===== src/rtl/round_compress_pkg.sv =====
// Shared constants, mode type and d-clamp helper for the Kyber-style compress/decompress pipeline.
package round_compress_pkg;

    localparam int DW     = 12;
    localparam int Q      = 3329;
    localparam int D_MAX  = 11;
    localparam int DL     = $clog2(D_MAX + 1);
    localparam int HALF_Q = (Q - 1) / 2;

    // Numerators stay below 2^NW and M*Q - 2^K < Q < 2^clog2(Q), so n*(M*Q - 2^K) < 2^K
    // and (n*M) >> K equals floor(n/Q) for every reachable numerator.
    localparam int NW = DW + D_MAX;
    localparam int K  = NW + $clog2(Q);
    localparam int PW = NW + K;
    localparam longint unsigned M = ((64'd1 << K) + 64'(Q) - 64'd1) / 64'(Q);

    typedef enum logic {
        MODE_COMPRESS   = 1'b0,
        MODE_DECOMPRESS = 1'b1
    } mode_t;

    function automatic logic [DL-1:0] clamp_d(input logic [DL-1:0] d);
        if (int'(d) > D_MAX) return DL'(D_MAX);
        return d;
    endfunction

endpackage


===== src/rtl/round_compress_lane.sv =====
// One coefficient lane: S1 builds the numerator, S2 multiplies by the reciprocal, S3 shifts and masks.
module round_compress_lane
    import round_compress_pkg::*;
(
    input  logic          clk,
    input  logic          rst_n,
    input  logic          en,
    input  logic [DW-1:0] x,
    input  mode_t         mode0,
    input  logic [DL-1:0] d0,
    input  mode_t         mode1,
    input  mode_t         mode2,
    input  logic [DL-1:0] d2,
    output logic [DW-1:0] result
);

    logic [NW-1:0] xe;
    logic [NW-1:0] y;
    logic [NW-1:0] num0;
    logic [NW-1:0] n1;
    logic [PW-1:0] p1;
    logic [PW-1:0] p2;
    logic [PW-1:0] mask2;
    logic [PW-1:0] r2;

    // Decompress only looks at the low d bits; d = 0 leaves the numerator at zero.
    always_comb begin
        xe   = NW'(x);
        y    = xe & ((NW'(1) << d0) - NW'(1));
        num0 = '0;
        if (mode0 == MODE_COMPRESS) begin
            num0 = (xe << d0) + NW'(HALF_Q);
        end else if (d0 != '0) begin
            num0 = y * NW'(Q) + (NW'(1) << (d0 - DL'(1)));
        end
    end

    always_comb begin
        p1 = PW'(n1);
        if (mode1 == MODE_COMPRESS) p1 = PW'(n1) * PW'(M);
    end

    always_comb begin
        mask2 = (PW'(1) << d2) - PW'(1);
        r2    = p2 >> d2;
        if (mode2 == MODE_COMPRESS) r2 = (p2 >> K) & mask2;
    end

    always_ff @(posedge clk) begin
        if (!rst_n) begin
            n1     <= '0;
            p2     <= '0;
            result <= '0;
        end else if (en) begin
            n1     <= num0;
            p2     <= p1;
            result <= DW'(r2);
        end
    end

endmodule


===== src/rtl/round_compress_pipe.sv =====
// Multi-lane 3-stage Compress_q/Decompress_q pipeline with valid/ready on both sides.
// Defining ROUND_COMPRESS_BEAT_CNT_EN adds a saturating output-transfer counter on beat_cnt.
module round_compress_pipe
    import round_compress_pkg::*;
#(
    parameter int LANES = 4
) (
    input  logic                clk,
    input  logic                rst_n,
    input  logic                in_valid,
    output logic                in_ready,
    input  logic                in_mode,
    input  logic [DL-1:0]       in_d,
    input  logic [LANES*DW-1:0] in_data,
    output logic                out_valid,
    input  logic                out_ready,
    output logic                out_mode,
    output logic [DL-1:0]       out_d,
    output logic [LANES*DW-1:0] out_data,
    output logic                err
`ifdef ROUND_COMPRESS_BEAT_CNT_EN
    ,
    output logic [31:0]         beat_cnt
`endif
);

    // valid/ready: a beat moves when valid and ready are both high in the same cycle; the whole
    // pipe shifts together whenever the output slot is empty or being drained.
    logic          advance;
    logic          s1_valid, s2_valid, s3_valid;
    mode_t         mode0, s1_mode, s2_mode, s3_mode;
    logic [DL-1:0] d0, s1_d, s2_d, s3_d;

    assign advance   = out_ready | ~s3_valid;
    assign in_ready  = advance;
    assign mode0     = mode_t'(in_mode);
    assign d0        = clamp_d(in_d);
    assign out_valid = s3_valid;
    assign out_mode  = s3_mode;
    assign out_d     = s3_d;

    always_ff @(posedge clk) begin
        if (!rst_n) begin
            s1_valid <= 1'b0;
            s2_valid <= 1'b0;
            s3_valid <= 1'b0;
            s1_mode  <= MODE_COMPRESS;
            s2_mode  <= MODE_COMPRESS;
            s3_mode  <= MODE_COMPRESS;
            s1_d     <= '0;
            s2_d     <= '0;
            s3_d     <= '0;
            err      <= 1'b0;
        end else begin
            if (in_valid && advance && int'(in_d) > D_MAX) err <= 1'b1;
            if (advance) begin
                s1_valid <= in_valid;
                s2_valid <= s1_valid;
                s3_valid <= s2_valid;
                s1_mode  <= mode0;
                s2_mode  <= s1_mode;
                s3_mode  <= s2_mode;
                s1_d     <= d0;
                s2_d     <= s1_d;
                s3_d     <= s2_d;
            end
        end
    end

    for (genvar i = 0; i < LANES; i++) begin : g_lane
        round_compress_lane u_lane (
            .clk    (clk),
            .rst_n  (rst_n),
            .en     (advance),
            .x      (in_data[i*DW +: DW]),
            .mode0  (mode0),
            .d0     (d0),
            .mode1  (s1_mode),
            .mode2  (s2_mode),
            .d2     (s2_d),
            .result (out_data[i*DW +: DW])
        );
    end

`ifdef ROUND_COMPRESS_BEAT_CNT_EN
    always_ff @(posedge clk) begin
        if (!rst_n) begin
            beat_cnt <= '0;
        end else if (out_valid && out_ready && beat_cnt != '1) begin
            beat_cnt <= beat_cnt + 32'd1;
        end
    end
`endif

endmodule


===== config.mk =====
export PLATFORM = sky130hd
export DESIGN_NAME = round_compress_pipe
export DESIGN_NICKNAME = d
export VERILOG_FILES = /design/src/rtl/round_compress_pkg.sv /design/src/rtl/round_compress_lane.sv /design/src/rtl/round_compress_pipe.sv
export SDC_FILE = /design/constraint.sdc
export NUM_CORES = 2
export LEC_CHECK = 0
export CAP_MARGIN = 10
export CORE_AREA = 3 3 332 334
export DETAILED_ROUTE_END_ITERATION = 8
export DIE_AREA = 0 0 335 337
export PLACE_DENSITY = 0.82
export SLEW_MARGIN = 10
export SYNTH_ARGS = -nofsm -noshare
export SYNTH_HDL_FRONTEND = slang
export SYNTH_SLANG_ARGS = --single-unit

===== constraint.sdc =====
create_clock -name clk -period 18.7 [get_ports clk]
set_input_delay 3.74 -clock clk [delete_from_list [all_inputs] [get_ports clk]]
set_output_delay 3.74 -clock clk [all_outputs]
set_load 0.005 [all_outputs]

; Word level (Yosys, flattened, before mapping)
; Index checks and enable logic that the tools add are counted.
[totals]
ramBits = 0
n_memories = 0
input_bits = 57
regBits = 347
mem_bits_ro = 0
latch_bits = 0
output_inout_bits = 56
[classes]
div = 0
eq_ne = 0
multipliers = 8
order_cmp = 1
addsub = 11
mux = 19
reduce_logical = 3
bitwise = 10
shift = 11
[op_table]
columns = operator, n
row1 = $mux 47, 4
row2 = $shr 47x4->12, 4
row3 = $mux 23, 8
row4 = $mul 23x22->45 const B, 4
row5 = $add 23x11->23 const B, 4
row6 = $add 23x23->23, 4
row7 = $and 12x23->23, 4
row8 = $mul 23x12->23 const B, 4
row9 = $shl 12x4->23, 4
row10 = $and 12x12->12, 4
row11 = $mux 12, 4
row12 = $shl 1x4->23 const A, 2
row13 = $sub 23x1->23 const B, 1
row14 = $shl 1x4->12 const A, 1
row15 = $sub 12x2->12 const B, 1
row16 = $mux 4, 2
row17 = $gt 4x4->1 const B, 1
row18 = $reduce_bool 4->1, 1
row19 = $sub 4x1->4 const B, 1
row20 = $logic_and 1x1->1, 2
row21 = $mux 1, 1
row22 = $not 1->1, 1
row23 = $or 1x1->1, 1

; Longest topological paths before layout
[depth]
word_depth = 10
mapped_depth = 31
mapped_depth_nobuf = 26

; Modules after synthesis
; From an unflattened synthesis, not the netlist that was laid out.
[unflattened]
cells_unflattened = 7871
area_unflattened_um2 = 72273.1
[modules_own_cells]
columns = module, cells_each, instances, area_each_um2
row1 = round_compress_lane at g_lane[3].u_lane, 1962, 1, 18009.8
row2 = round_compress_lane at g_lane[0].u_lane, 1944, 1, 17910.9
row3 = round_compress_lane at g_lane[2].u_lane, 1966, 1, 17844.6
row4 = round_compress_lane at g_lane[1].u_lane, 1916, 1, 17740.8
row5 = round_compress_pipe, 83, 1, 767.0

; Worst setup path before layout
; OpenSTA, ideal clock, no wires.
[synth_timing]
kind = input port to flip-flop
from = input port in_d[0]
to = register g_lane[3].u_lane.n1[22]
path_slack_ps = 8532
path_buffers = 4
path_stages = 27
arrival_ps = 10093
required_ps = 18626
cell_sequence = buf_4 buf_2 buf_1 clkbuf_1 nor4_1 inv_1 ha_1 xnor2_1 nor2b_1 ha_1 fa_1 ha_1 fa_1 inv_1 fa_1 inv_1 ha_1 and3_1 and3_1 a21oi_1 o21ai_0 o41ai_1 a21oi_1 a31oi_1 xnor2_1 nand2_1 a31oi_1
[synth_between]
elab_chain_cells = 10
[synth_lines]
columns = item, line_no
row1 = start: declaration, round_compress_pipe.sv:13  ; input logic [DL-1:0] in_d,
row2 = $gt 4x4->1, round_compress_pkg.sv:23  ; if (int'(d) > D_MAX) return DL'(D_MAX);
row3 = $mux 1, round_compress_pkg.sv:23
row4 = $mux 4 *, round_compress_pkg.sv:24  ; return d;
row5 = $shl 1x4->23, round_compress_lane.sv:29  ; y = xe & ((NW'(1) << d0) - NW'(1));
row6 = $sub 23x1->23, round_compress_lane.sv:29
row7 = $and 12x23->23, round_compress_lane.sv:29
row8 = $mul 23x12->23, round_compress_lane.sv:34  ; num0 = y * NW'(Q) + (NW'(1) << (d0 - DL'(1)));
row9 = $add 23x23->23, round_compress_lane.sv:34
row10 = $mux 23, round_compress_lane.sv:33  ; end else if (d0 != '0) begin
row11 = $mux 23 *, round_compress_lane.sv:31  ; if (mode0 == MODE_COMPRESS) begin
row12 = end signal: assignment, round_compress_lane.sv:55  ; n1 <= num0;
row13 = end: declaration, round_compress_lane.sv:20  ; logic [NW-1:0] n1;
; Every way passes the cells marked *; elsewhere a longest branch is shown, timed or not.
; A chain may end at the register's enable or synchronous reset.

; Final worst setup path
; Same ends and word-level chain as after synthesis.

==> metrics.md <==
| Metric | Value |
|---|---|
| Status | `completed` |
| Io pins | `113` |
| TritonCTS clock tree | `built` |
| Most used cell, CP | `inv_1` |
| Clk_lat worst skew | `580 ps` |
| DP Cell Count | `8,835` |
| Synth unique cells | `98` |
| Final worst slack | `8320 ps` |
| Fin Setup TNS | `0 ps` |
| H-tree depth | `2` |
| Vias | `55,700` |
| Post-CTS resize count | `0` |
| Hold Fails Final Rpt | `0` |
| FF+latch count, synth | `315` |
| Hold Path Class | `reg -> reg` |
| Area grow syn2layout | `5.29%` |
| Ys flop type | `dfxtp_1` |
| Minimum clock period | `10,380 ps` |
| Place WS | `7930 ps` |
| Post-Syn Instances | `7,496` |
| GRT overflow | `0` |
| Antenna violations before repair | `0` |
| Antenna viol nets, final | `0` |
| Max FO, Critical Path | `37` |
| Area leader, netlist | `fa_1` |
| IO Port Bufs | `112` |
| Gr usage total | `0.374` |
| Number of detailed-routing iterations run before antenna repair | `7` |
| Commonest non-fill, non-tap cell in the layout | `inv_1` |
| Placeable Area | `107,000 um2` |
| CP Launch Type | `input port` |
| Vias in the first global route | `57,600` |
| Initial Utilization | `0.649` |
| RSZ-0062 raised after global routing | `false` |
| Worst Hold Launch | `g_lane[2].u_lane.p2[45]` |
| Worst slew pin tran | `1300 ps` |
| Post-detail-place hpwl | `172,000 um` |
| Area contributors post-synth | `fa_1 30%, ha_1 21%, inv_1 9.1%` |
| Share of synthesized registers carrying an async set or reset | `0` |
| Synth top area share | `0.297` |
| Req. time, crit path | `19,210 ps` |
| CTS clk-pin slew, worst paths | `80 ps` |
| Ratio of final minimum period to clock period | `0.555` |
| Most frequent cells in the layout | `1,684 x inv_1, 1,164 x ha_1, 1,032 x fa_1` |
| R2r setup slk | `10,810 ps` |
| Final Max Tran Viols | `0` |
| Reg2Reg Launch Point | `g_lane[0].u_lane.n1[15]` |
| Setup violators final | `0` |
| Hold EP | `g_lane[2].u_lane.p2[45]` |
| CTS Buf Count | `37` |
| Share of the yosys chip area belonging to registers | `0.0907` |
| Routed length per instance | `23.5 um` |
| Drt initial violations | `5,468` |
| Synthesized area per cell | `9.28 um2` |
| CP top delay family | `adder cells` |
| Largest net degree at the start of global routing | `215` |
| Max-Cap Viols | `0` |
| Via/cell ratio | `6.25` |
| Final Non-Filler Cells | `8,902` |
| Postcts setup bufs | `0` |
| CP Capture Type | `register` |
| Max incr delay on CP | `590 ps` |
| Crit path buf inv count | `7` |
| CTS Buffer Depth | `3` |
| Die area | `113,000 um2` |
| R2R depth | `22` |
| Worst slew margin | `0.123` |
| First-pass GRT wire length | `326,000 um` |
| DRT Wirelength | `209,000 um` |
| Critical Path AT | `10,890 ps` |
| Chip width | `335 um` |
| Achievable Freq | `96.3 MHz` |
| Critical path class | `in -> reg` |
| Critical path's slowest cell | `xnor2_1` |
| Worst clock skew | `27.5 ps` |
| DRC viols | `0` |
| Die Ht | `337 um` |
| Yosys Warn Count | `0` |
| # hold bufs at CTS | `0` |
| Final GP Congestion | `1.06` |
| Final #Nets | `9,724` |
| CTS sink cnt | `315` |
| Clk root buf | `clkbuf_16` |
| Num rows | `120` |
| Mapped Area | `69,600 um2` |
| Hold Path Depth | `2` |
| Ratio of cells with drive above 1 in the final layout | `0.0395` |
| Worst R2R End | `g_lane[0].u_lane.p2[44]` |
| EDFF count, synth | `0` |
[synth_stat cells (all sizes together), types with 83 or more instances]
cell / count
xnor2: 147
inv: 1686
o21ai: 266
nor2b: 83
dfxtp: 315
nor2: 277
nor3: 89
nand2: 427
ha: 1164
mux4: 85
xor2: 98
fa: 1032
mux2i: 136
a21oi: 333
a21o: 119
clkbuf: 198
o211a: 91
[flip-flops by register name, summed over array words and instances, names as in the netlist]
register              flops
err                       1
g_lane.u_lane.n1         92
g_lane.u_lane.p2        156
g_lane.u_lane.result     48
out_d                     4
out_mode                  1
out_valid                 1
s1_d                      4
s1_mode                   1
s1_valid                  1
s2_d                      4
s2_mode                   1
s2_valid                  1
[layer usage]
metal / track usage / vias to the layer above / wire, um
met5: 0 / - / 0
met4: 0.187 / 0 / 12500
met3: 0.0859 / 680 / 22000
met2: 0.582 / 2917 / 92200
met1: 0.494 / 27300 / 82200
li1: - / 24700 / -
[stage by stage]
stage | instance area, um2 | hold WS, ps | util
after CTS | 73200 | 457 | 0.683
final | 73200 | 459 | 0.683
after global routing | 73200 | 488 | 0.683
after detailed placement | 72000 | 442 | 0.672
after floorplan | 69600 | 417 | -
after global placement | 72000 | 429 | 0.672
[worst max-delay path by stage]
stage / from / to / slack (ps) / cells after the start
finish: in_d[0] / g_lane[3].u_lane.n1[22] / 8320 / 27
global route: in_d[1] / g_lane[3].u_lane.n1[22] / 7990 / 27
floorplan: in_d[0] / g_lane[3].u_lane.n1[22] / 8530 / 27
global placement: in_d[1] / g_lane[3].u_lane.n1[22] / 8060 / 27
detailed placement: in_d[0] / g_lane[3].u_lane.n1[22] / 7930 / 24
CTS: in_d[0] / g_lane[3].u_lane.n1[22] / 8500 / 24
[tightest hold or removal path, cell delays in order (launching register included)]
cell and delay (ps):
dfxtp_1 330, nand2_1 50, o21ai_0 60
[final cells by class]
cell class              count  area [um2]
diodes                      1        2.50
clock buffers              46        1030
clock inverters            20         213
fillers                  8378       34000
inverters                1690        6350
multi-input cells        5251       56000
flip-flops and latches    315        6320
well taps                1403        1760
repair buffers            176        1610
[logic make-up after synthesis]
| kind of cell | share of synthesized area |
|---|---|
| multiplexers | 0.0522 |
| buffers and inverters | 0.106 |
| flip-flops | 0.0907 |
| AO/OA/AOI/OAI | 0.131 |
| AND/OR/NAND/NOR | 0.0825 |
| adder cells (fa/ha/maj) | 0.506 |
| other | 0.000108 |
| XOR/XNOR | 0.0308 |
Power is not shown: default switching activity piles up to over one toggle a cycle in this logic, so the estimate is an artifact.
